===== src/rtl/instr_encoder_writer.sv =====
// Packs MIPS instruction fields into 32-bit words, buffers them in a small FIFO,
// and streams them to the instruction-memory load port at sequential addresses.
module instr_encoder_writer #(
    parameter logic [31:0] BASE_ADDR = 32'h0000_3000,
    parameter int unsigned DEPTH     = 4,
    parameter int unsigned MAX_WORDS = 4096,
    localparam int unsigned CNT_W    = $clog2(MAX_WORDS) + 1
) (
    input  logic             clk,
    input  logic             reset,
    input  logic             in_valid,
    output logic             in_ready,
    input  logic [1:0]       fmt,
    input  logic [5:0]       op,
    input  logic [4:0]       rsad,
    input  logic [4:0]       rtad,
    input  logic [4:0]       rdad,
    input  logic [4:0]       shamt,
    input  logic [5:0]       func,
    input  logic [15:0]      imm16,
    input  logic [25:0]      imm26,
    input  logic [31:0]      raw,
    output logic             wr_en,
    output logic [31:0]      wr_addr,
    output logic [31:0]      wr_data,
    input  logic             wr_ack,
    output logic [CNT_W-1:0] words_written,
    output logic             im_full
);

    localparam int unsigned PTR_W = (DEPTH > 1) ? $clog2(DEPTH) : 1;
    localparam int unsigned OCC_W = $clog2(DEPTH) + 1;

    function automatic logic [31:0] pack_word(
        input logic [1:0]  f_fmt,
        input logic [5:0]  f_op,
        input logic [4:0]  f_rs,
        input logic [4:0]  f_rt,
        input logic [4:0]  f_rd,
        input logic [4:0]  f_sh,
        input logic [5:0]  f_func,
        input logic [15:0] f_imm16,
        input logic [25:0] f_imm26,
        input logic [31:0] f_raw
    );
        logic [31:0] word;
        case (f_fmt)
            2'd0:    word = {f_op, f_rs, f_rt, f_rd, f_sh, f_func};
            2'd1:    word = {f_op, f_rs, f_rt, f_imm16};
            2'd2:    word = {f_op, f_imm26};
            default: word = f_raw;
        endcase
        return word;
    endfunction

    function automatic logic [PTR_W-1:0] next_ptr(input logic [PTR_W-1:0] p);
        logic [PTR_W-1:0] n;
        if (p == PTR_W'(DEPTH - 1)) begin
            n = PTR_W'(0);
        end else begin
            n = p + PTR_W'(1);
        end
        return n;
    endfunction

    logic [31:0]      r_mem [DEPTH];
    logic [PTR_W-1:0] r_wr_ptr;
    logic [PTR_W-1:0] r_rd_ptr;
    logic [OCC_W-1:0] r_occ;
    logic [31:0]      r_addr;
    logic [CNT_W-1:0] r_count;
    logic             r_im_full;

    logic             w_push;
    logic             w_pop;
    logic             w_in_ready;
    logic             w_nonempty;
    logic [31:0]      w_total;
    logic [31:0]      w_packed;

    // Admission control: budget counts both written and still-buffered words.
    always_comb begin
        w_nonempty = (r_occ != OCC_W'(0));
        w_total    = 32'(r_count) + 32'(r_occ);
        w_in_ready = (r_occ != OCC_W'(DEPTH)) && (w_total < 32'(MAX_WORDS)) && !r_im_full;
        w_push     = in_valid && w_in_ready;
        w_pop      = w_nonempty && wr_ack;
        w_packed   = pack_word(fmt, op, rsad, rtad, rdad, shamt, func, imm16, imm26, raw);
    end

    // FIFO storage; contents need no reset since occupancy gates every read.
    always_ff @(posedge clk) begin
        if (w_push) begin
            r_mem[r_wr_ptr] <= w_packed;
        end
    end

    // Pointers, occupancy, write address, acknowledged-word count and limit flag.
    always_ff @(posedge clk) begin
        if (reset) begin
            r_wr_ptr  <= PTR_W'(0);
            r_rd_ptr  <= PTR_W'(0);
            r_occ     <= OCC_W'(0);
            r_addr    <= BASE_ADDR;
            r_count   <= CNT_W'(0);
            r_im_full <= 1'b0;
        end else begin
            if (w_push) begin
                r_wr_ptr <= next_ptr(r_wr_ptr);
            end
            if (w_pop) begin
                r_rd_ptr  <= next_ptr(r_rd_ptr);
                r_addr    <= r_addr + 32'd4;
                r_count   <= r_count + CNT_W'(1);
                r_im_full <= ((32'(r_count) + 32'd1) == 32'(MAX_WORDS));
            end
            case ({w_push, w_pop})
                2'b10:   r_occ <= r_occ + OCC_W'(1);
                2'b01:   r_occ <= r_occ - OCC_W'(1);
                default: r_occ <= r_occ;
            endcase
        end
    end

    assign in_ready      = w_in_ready;
    assign wr_en         = w_nonempty;
    assign wr_data       = r_mem[r_rd_ptr];
    assign wr_addr       = r_addr;
    assign words_written = r_count;
    assign im_full       = r_im_full;

endmodule


===== config.mk =====
export PLATFORM = sky130hd
export DESIGN_NAME = instr_encoder_writer
export DESIGN_NICKNAME = d
export VERILOG_FILES = /design/src/rtl/instr_encoder_writer.sv
export SDC_FILE = /design/constraint.sdc
export NUM_CORES = 1
export LEC_CHECK = 0
export BUFFER_PORTS_ARGS = -buffer_cell sky130_fd_sc_hd__buf_2
export CORE_ASPECT_RATIO = 0.9
export CORE_MARGIN = 1
export CORE_UTILIZATION = 54
export CTS_CLUSTER_DIAMETER = 60
export DETAILED_ROUTE_END_ITERATION = 8
export PLACE_DENSITY = 0.8
export REMOVE_ABC_BUFFERS = 1
export SYNTH_ARGS = -nofsm -noshare
export SYNTH_HDL_FRONTEND = slang
export SYNTH_SLANG_ARGS = --single-unit

===== constraint.sdc =====
create_clock -name clk -period 3.7 [get_ports clk]
set_clock_uncertainty 0.2 [all_clocks]
set_input_delay 0.185 -clock clk [delete_from_list [all_inputs] [get_ports clk]]
set_output_delay 0.185 -clock clk [all_outputs]
set_load 0.005 [all_outputs]

Word level (Yosys, flattened, before mapping)

Memories as Yosys holds them, arrays and structs flattened. A register that Yosys moved wholly into a read port is not among the register bits.
Cells that the tools add are included.

Add/subtract/negate cells: 8
$lt $le $gt $ge: 1
Equality and inequality tests: 8
Muxes and demuxes: 8
Reductions and logical operators: 8

Operators with widths:

| cell                    | count |
|---|---|
| $pmux W32 S3            | 1 |
| $add A32 B3 Y32 const B | 1 |
| $add A13 B1 Y14 const B | 1 |
| $add A13 B3 Y14         | 1 |
| $eq A14 B13 Y1 const B  | 1 |
| $lt A14 B13 Y1 const B  | 1 |
| $add A13 B1 Y13 const B | 1 |
| $eq A2 B2 Y1 const B    | 4 |
| $mux W2                 | 4 |
| $pmux W3 S2             | 1 |
| $add A2 B1 Y2 const B   | 2 |
| $eq A2 B1 Y1 const B    | 2 |
| $logic_and A1 B1 Y1     | 4 |
| $add A3 B1 Y3 const B   | 1 |
| $ne A3 B3 Y1 const B    | 1 |
| $reduce_bool A3 Y1      | 1 |
| $sub A3 B1 Y3 const B   | 1 |
| $logic_not A2 Y1        | 1 |
| $mux W1                 | 2 |
| $reduce_bool A2 Y1      | 1 |
| $logic_not A1 Y1        | 1 |

Flip-flop bits (word level): 53
Memory bits (writable): 128
Output and inout port bits: 80
Memories kept: 1

Memory list:

| name  | depth | bits a word | read ports | clocked after memory_dff | wr ports | line | source |
|---|---|---|---|---|---|---|---|
| r_mem | 4     | 32          | 1          | 1                        | 1        | 66   | `logic [31:0] r_mem [DEPTH];` |

Depth between registers and ports, before layout

Depth in word-level cells: 7
Mapped depth: 11
Depth with buffers taken out: 11

Worst setup path after synthesis

Ideal clock, no wire load.

Path type: flip-flop to flip-flop
Start: register r_count[4] (netlist: words_written[4])
End: register r_occ[2]
Setup time: 0.070 ns
Arrival time: 2.609 ns
Setup slack: 0.820 ns
Stages on the path, launching flop included: 12
Period minus slack after synthesis: 2.880 ns
Cell sequence: dfxtp_1 -> buf_2 -> nand4_1 -> or2_1 -> o311a_1 -> inv_1 -> ha_1 -> inv_1 -> fa_1 -> xor2_1 -> or3_1 -> a21oi_1

Word-level cells in the longest chain between the ends: 7
Elaborated cells between the ends (all ways): 9
Classes of those cells: add/sub: 1; order compare: 1; eq/ne: 2; mux: 1; reduce/logical: 4

Ends and longest elaborated chain:

| element                                                  | line | source |
|---|---|---|
| start, declared                                          | 71   | `logic [CNT_W-1:0] r_count;` |
| start signal, assigned                                   | 114  | `r_count <= r_count + CNT_W'(1);` |
| $add A13 B3 Y14 *                                        | 84   | `w_total = 32'(r_count) + 32'(r_occ);` |
| $lt A14 B13 Y1 *                                         | 85   | `w_in_ready = (r_occ != OCC_W'(DEPTH)) && (w_total < 32'(MAX_WORDS)) && !r_im_full;` |
| $logic_and A1 B1 Y1 * (2 in series)                      | 85   |  |
| $logic_and A1 B1 Y1 *                                    | 86   | `w_push = in_valid && w_in_ready;` |
| $eq A2 B1 Y1 / $eq A2 B2 Y1 (equally long branches)      | 117  | `case ({w_push, w_pop})` |
| $pmux W3 S2 / $reduce_bool A2 Y1 (equally long branches) | --   |  |
| end signal, assigned                                     | 118  | `2'b10: r_occ <= r_occ + OCC_W'(1);` |
| end signal, assigned                                     | 119  | `2'b01: r_occ <= r_occ - OCC_W'(1);` |
| end signal, assigned                                     | 120  | `default: r_occ <= r_occ;` |
| end, declared                                            | 69   | `logic [OCC_W-1:0] r_occ;` |

Mark *: on every way between the ends. The rest lies on a longest branch, timed or not.
A chain may end at the register's enable or synchronous reset.

Final worst setup path

Same ends and word-level chain as after synthesis.

==> summary.md <==
| Metric | Value |
|---|---|
| Synth area leaders | edfxtp_1 48%, mux4_2 14%, dfxtp_1 13%, nor2_1 2.6%, xor2_1 2.4% |
| EDFF count, synth | 128 |
| # nets final | 884 |
| Initial antenna violation count | 2 |
| Seq/Total Area, Yosys | 61.58% |
| CP Cell Sequence | nand4_1 -> or2_1 -> o311a_1 -> inv_1 -> ha_1 -> inv_1 -> fa_1 -> xor2_1 -> or3_1 -> a21oi_1 |
| Async S/R FF share, synth | 0% |
| Final RePlAce weighted congestion | 0.8613 |
| DRT Wirelength | 17.45 mm |
| Crit path DAT | 3.38 ns |
| Antenna diode instance count | 0 |
| Setup CP Type | reg -> reg |
| Initial Util | 56.05% |
| Layout cells sized above 1 | 38.50% |
| Mapped Cells | 539 |
| Port-buffer cells | 189 |
| H-tree Lvls | 4 |
| CP most frequent cell | inv_1 |
| Root Buffer | clkbuf_16 |
| HPWL Detailed | 11.47 mm |
| Full die area | 15240 µm² |
| Cell count after placement | 904 |
| FF+latch count, synth | 181 |
| Die Y | 117.2 µm |
| Slew margin rel. | 36.25% |
| GRT Resource Usage Total | 23.52% |
| Unrepaired setup endpoints after global routing | no |
| # setup viols final | 0 |
| Pre-antenna DRT Iters | 5 |
| Synthesized area per cell | 14.78 µm² |
| Initial DRC count | 315 |
| Peak Freq | 0.3095 GHz |
| Fillers | 931 |
| Crit path max fanout | 10 |
| Synthesized cell area | 7965 µm² |
| Max Slew Vio Count | 0 |
| Post-route setup slack | 0.4688 ns |
| Yosys cell types | 52 |
| Status | complete, no violations |
| Num CTS Buffers | 17 |
| Worst-Margin Slew | 0.9563 ns |
| DP Worst Slack | 0.5028 ns |
| CP required | 3.85 ns |
| Main synth FF type | edfxtp_1 |
| Final cell count without fillers | 967 |
| Ys Warns | 0 |
| Pwr Density | 523.5 nW/µm² |
| Global-route wire length before repair | 26.32 mm |
| Cell accounting for the most synthesized area | edfxtp_1 |
| Layout area overhead | 25.12% |
| Avg WL per Cell | 18.04 µm |
| Clock Latency Late Sink | 0.43 ns |
| Deepest clock path buffer count | 2 |
| Tmin final | 3.231 ns |
| Setup tns final | 0 ns |
| Core area | 14210 µm² |
| Clock sinks | 181 |
| Static Leakage | 3.769 nW |
| Critical Path Sink Type | flip-flop |
| Total gr overflow | 0 |
| Vias in the first global route | 5331 |
| Share of the synthesized area in the top cell type | 48.26% |
| I/O pin count | 192 |
| Clk slew on worst S/H paths | 0.06 ns |
| Num rows | 41 |
| Vias | 5408 |
| Die X | 130.0 µm |
| Vias/cell | 5.593 |
| Max-Cap Viols | 0 |
| Slowest Stage Delay on Critical Path | 0.51 ns |
| Maximum VDD drop | 0.4689 mV |
| Period utilization | 87.33% |
| Drc violations | 0 |
| Startpoint class of the critical path | flip-flop |
| Post-CTS setup buffers | 0 |
| R2R depth | 10 |
| Hold Path Cell Cnt | 2 |
| DRT antenna net count | 0 |
| Largest net degree at the start of global routing | 54 |
| Final hold vios | 0 |
| Hold WC Path Type | in -> reg |
| CTS tree | done |
| Slowest stage cell, crit path | dfxtp_1 |
==> registers in the layout, summed over array words and instances (netlist names), named ones only <==
register	flops
r_mem	128
wr_addr	30
words_written	13
r_occ	3
r_rd_ptr	2
r_wr_ptr	2
im_full	1
==> per-stage QoR <==
step / hold slack [ns] / area (µm²) / total power [W] / util [%]
global placement: 0.2594 / 9114 / 0.003509 / 64.14
finish: 0.01625 / 9966 / 0.005218 / 70.13
global route: 0.009298 / 9966 / 0.005433 / 70.13
floorplan: 0.05407 / 7836 / 0.003108 / -
detailed placement: 0.2884 / 9114 / 0.003566 / 64.14
CTS: 0.0003418 / 9966 / 0.005248 / 70.13
==> layer usage <==
| layer | global-route usage, % | up-vias | wire length, µm |
|---|---|---|---|
| met5 | 0 | - | 13 |
| met2 | 42.02 | 221 | 8965 |
| li1 | - | 2501 | - |
| met1 | 27.44 | 2662 | 7071 |
| met4 | 8.527 | 2 | 243 |
| met3 | 6.136 | 22 | 1154 |
==> cells in the mapped netlist (all sizes together), types with 2 or more instances <==
| library cell | instances |
|---|---|
| ha | 10 |
| edfxtp | 128 |
| inv | 15 |
| a21oi | 24 |
| o311a | 2 |
| nor3 | 7 |
| nand2b | 3 |
| nand3 | 14 |
| dfxtp | 53 |
| nor4 | 8 |
| nand4 | 13 |
| xor2 | 22 |
| and4 | 4 |
| buf | 13 |
| a21o | 2 |
| clkbuf | 16 |
| xnor2 | 18 |
| and2 | 5 |
| mux2i | 11 |
| o31ai | 3 |
| and3 | 6 |
| nand2 | 23 |
| or3 | 7 |
| mux2 | 6 |
| o21ai | 6 |
| mux4 | 48 |
| nor2 | 55 |
==> critical path: cells and delay by family (launching register included) <==
kind | cells | cell delay, ns
and+or+nand+nor | 3 | 0.96
AOI/OAI and AO/OA | 2 | 0.59
adders and majority gates | 2 | 0.56
DFF | 1 | 0.51
xor gates and xnor gates | 1 | 0.16
buffers and inverters | 2 | 0.15
==> path summary, 6_finish.rpt <==
path	startpoint	to	slack, ns
max	words_written[4]	r_occ[2]	0.47
min	raw[9]	r_mem[3][9]	0.02
max reg2reg	words_written[4]	r_occ[2]	0.47
min reg2reg	wr_addr[3]	wr_addr[3]	0.29
==> cell usage in the layout, fill, tap and decap left out, types with 15 or more instances in the layout <==
cell             n
buf_2          189
edfxtp_1       128
nor2_1          55
dfxtp_1         51
mux4_2          48
dlygate4sd3_1   31
a21oi_1         24
nand2_1         23
xor2_1          22
xnor2_1         18
clkbuf_16       17
inv_1           15
==> logic make-up after synthesis <==
logic type               count (synthesis)  share of synthesized area, %
adder cells (fa/ha/maj)                 11                         1.822
other                                    1                       0.04708
buffers and inverters                   44                         2.372
XOR/XNOR                                40                         4.398
multiplexers                            65                         15.80
flip-flops                             181                         61.58
AND/OR/NAND/NOR                        151                         10.37
AO/OA/AOI/OAI                           46                         3.613
==> report_power, final <==
group / total [W] / switching, W / leakage (nW) / internal, W
logic: 0.00102 / 0.000482 / 1.91 / 0.000543
registers: 0.00253 / 0.000150 / 1.60 / 0.00238
clock network: 0.00166 / 0.000736 / 0.256 / 0.000924
total: 0.00522 / 0.00137 / 3.77 / 0.00385
==> area by class of cell <==
class	count	area (µm²)	area share, %
flip-flops and latches	181	4907	49.24
multi-input cells	315	2880	28.90
repair buffers	231	1339	13.43
clock buffers	20	436.7	4.382
well taps	193	241.5	2.423
clock inverters	12	105.1	1.055
inverters	15	56.30	0.5650
==> repair_timing <==
action,in CTS,in global routing
gates resized for setup,0,0
hold endpoints to repair,72,0
hold buffers,31,0
Note: power is estimated with default switching activity, not from simulation.
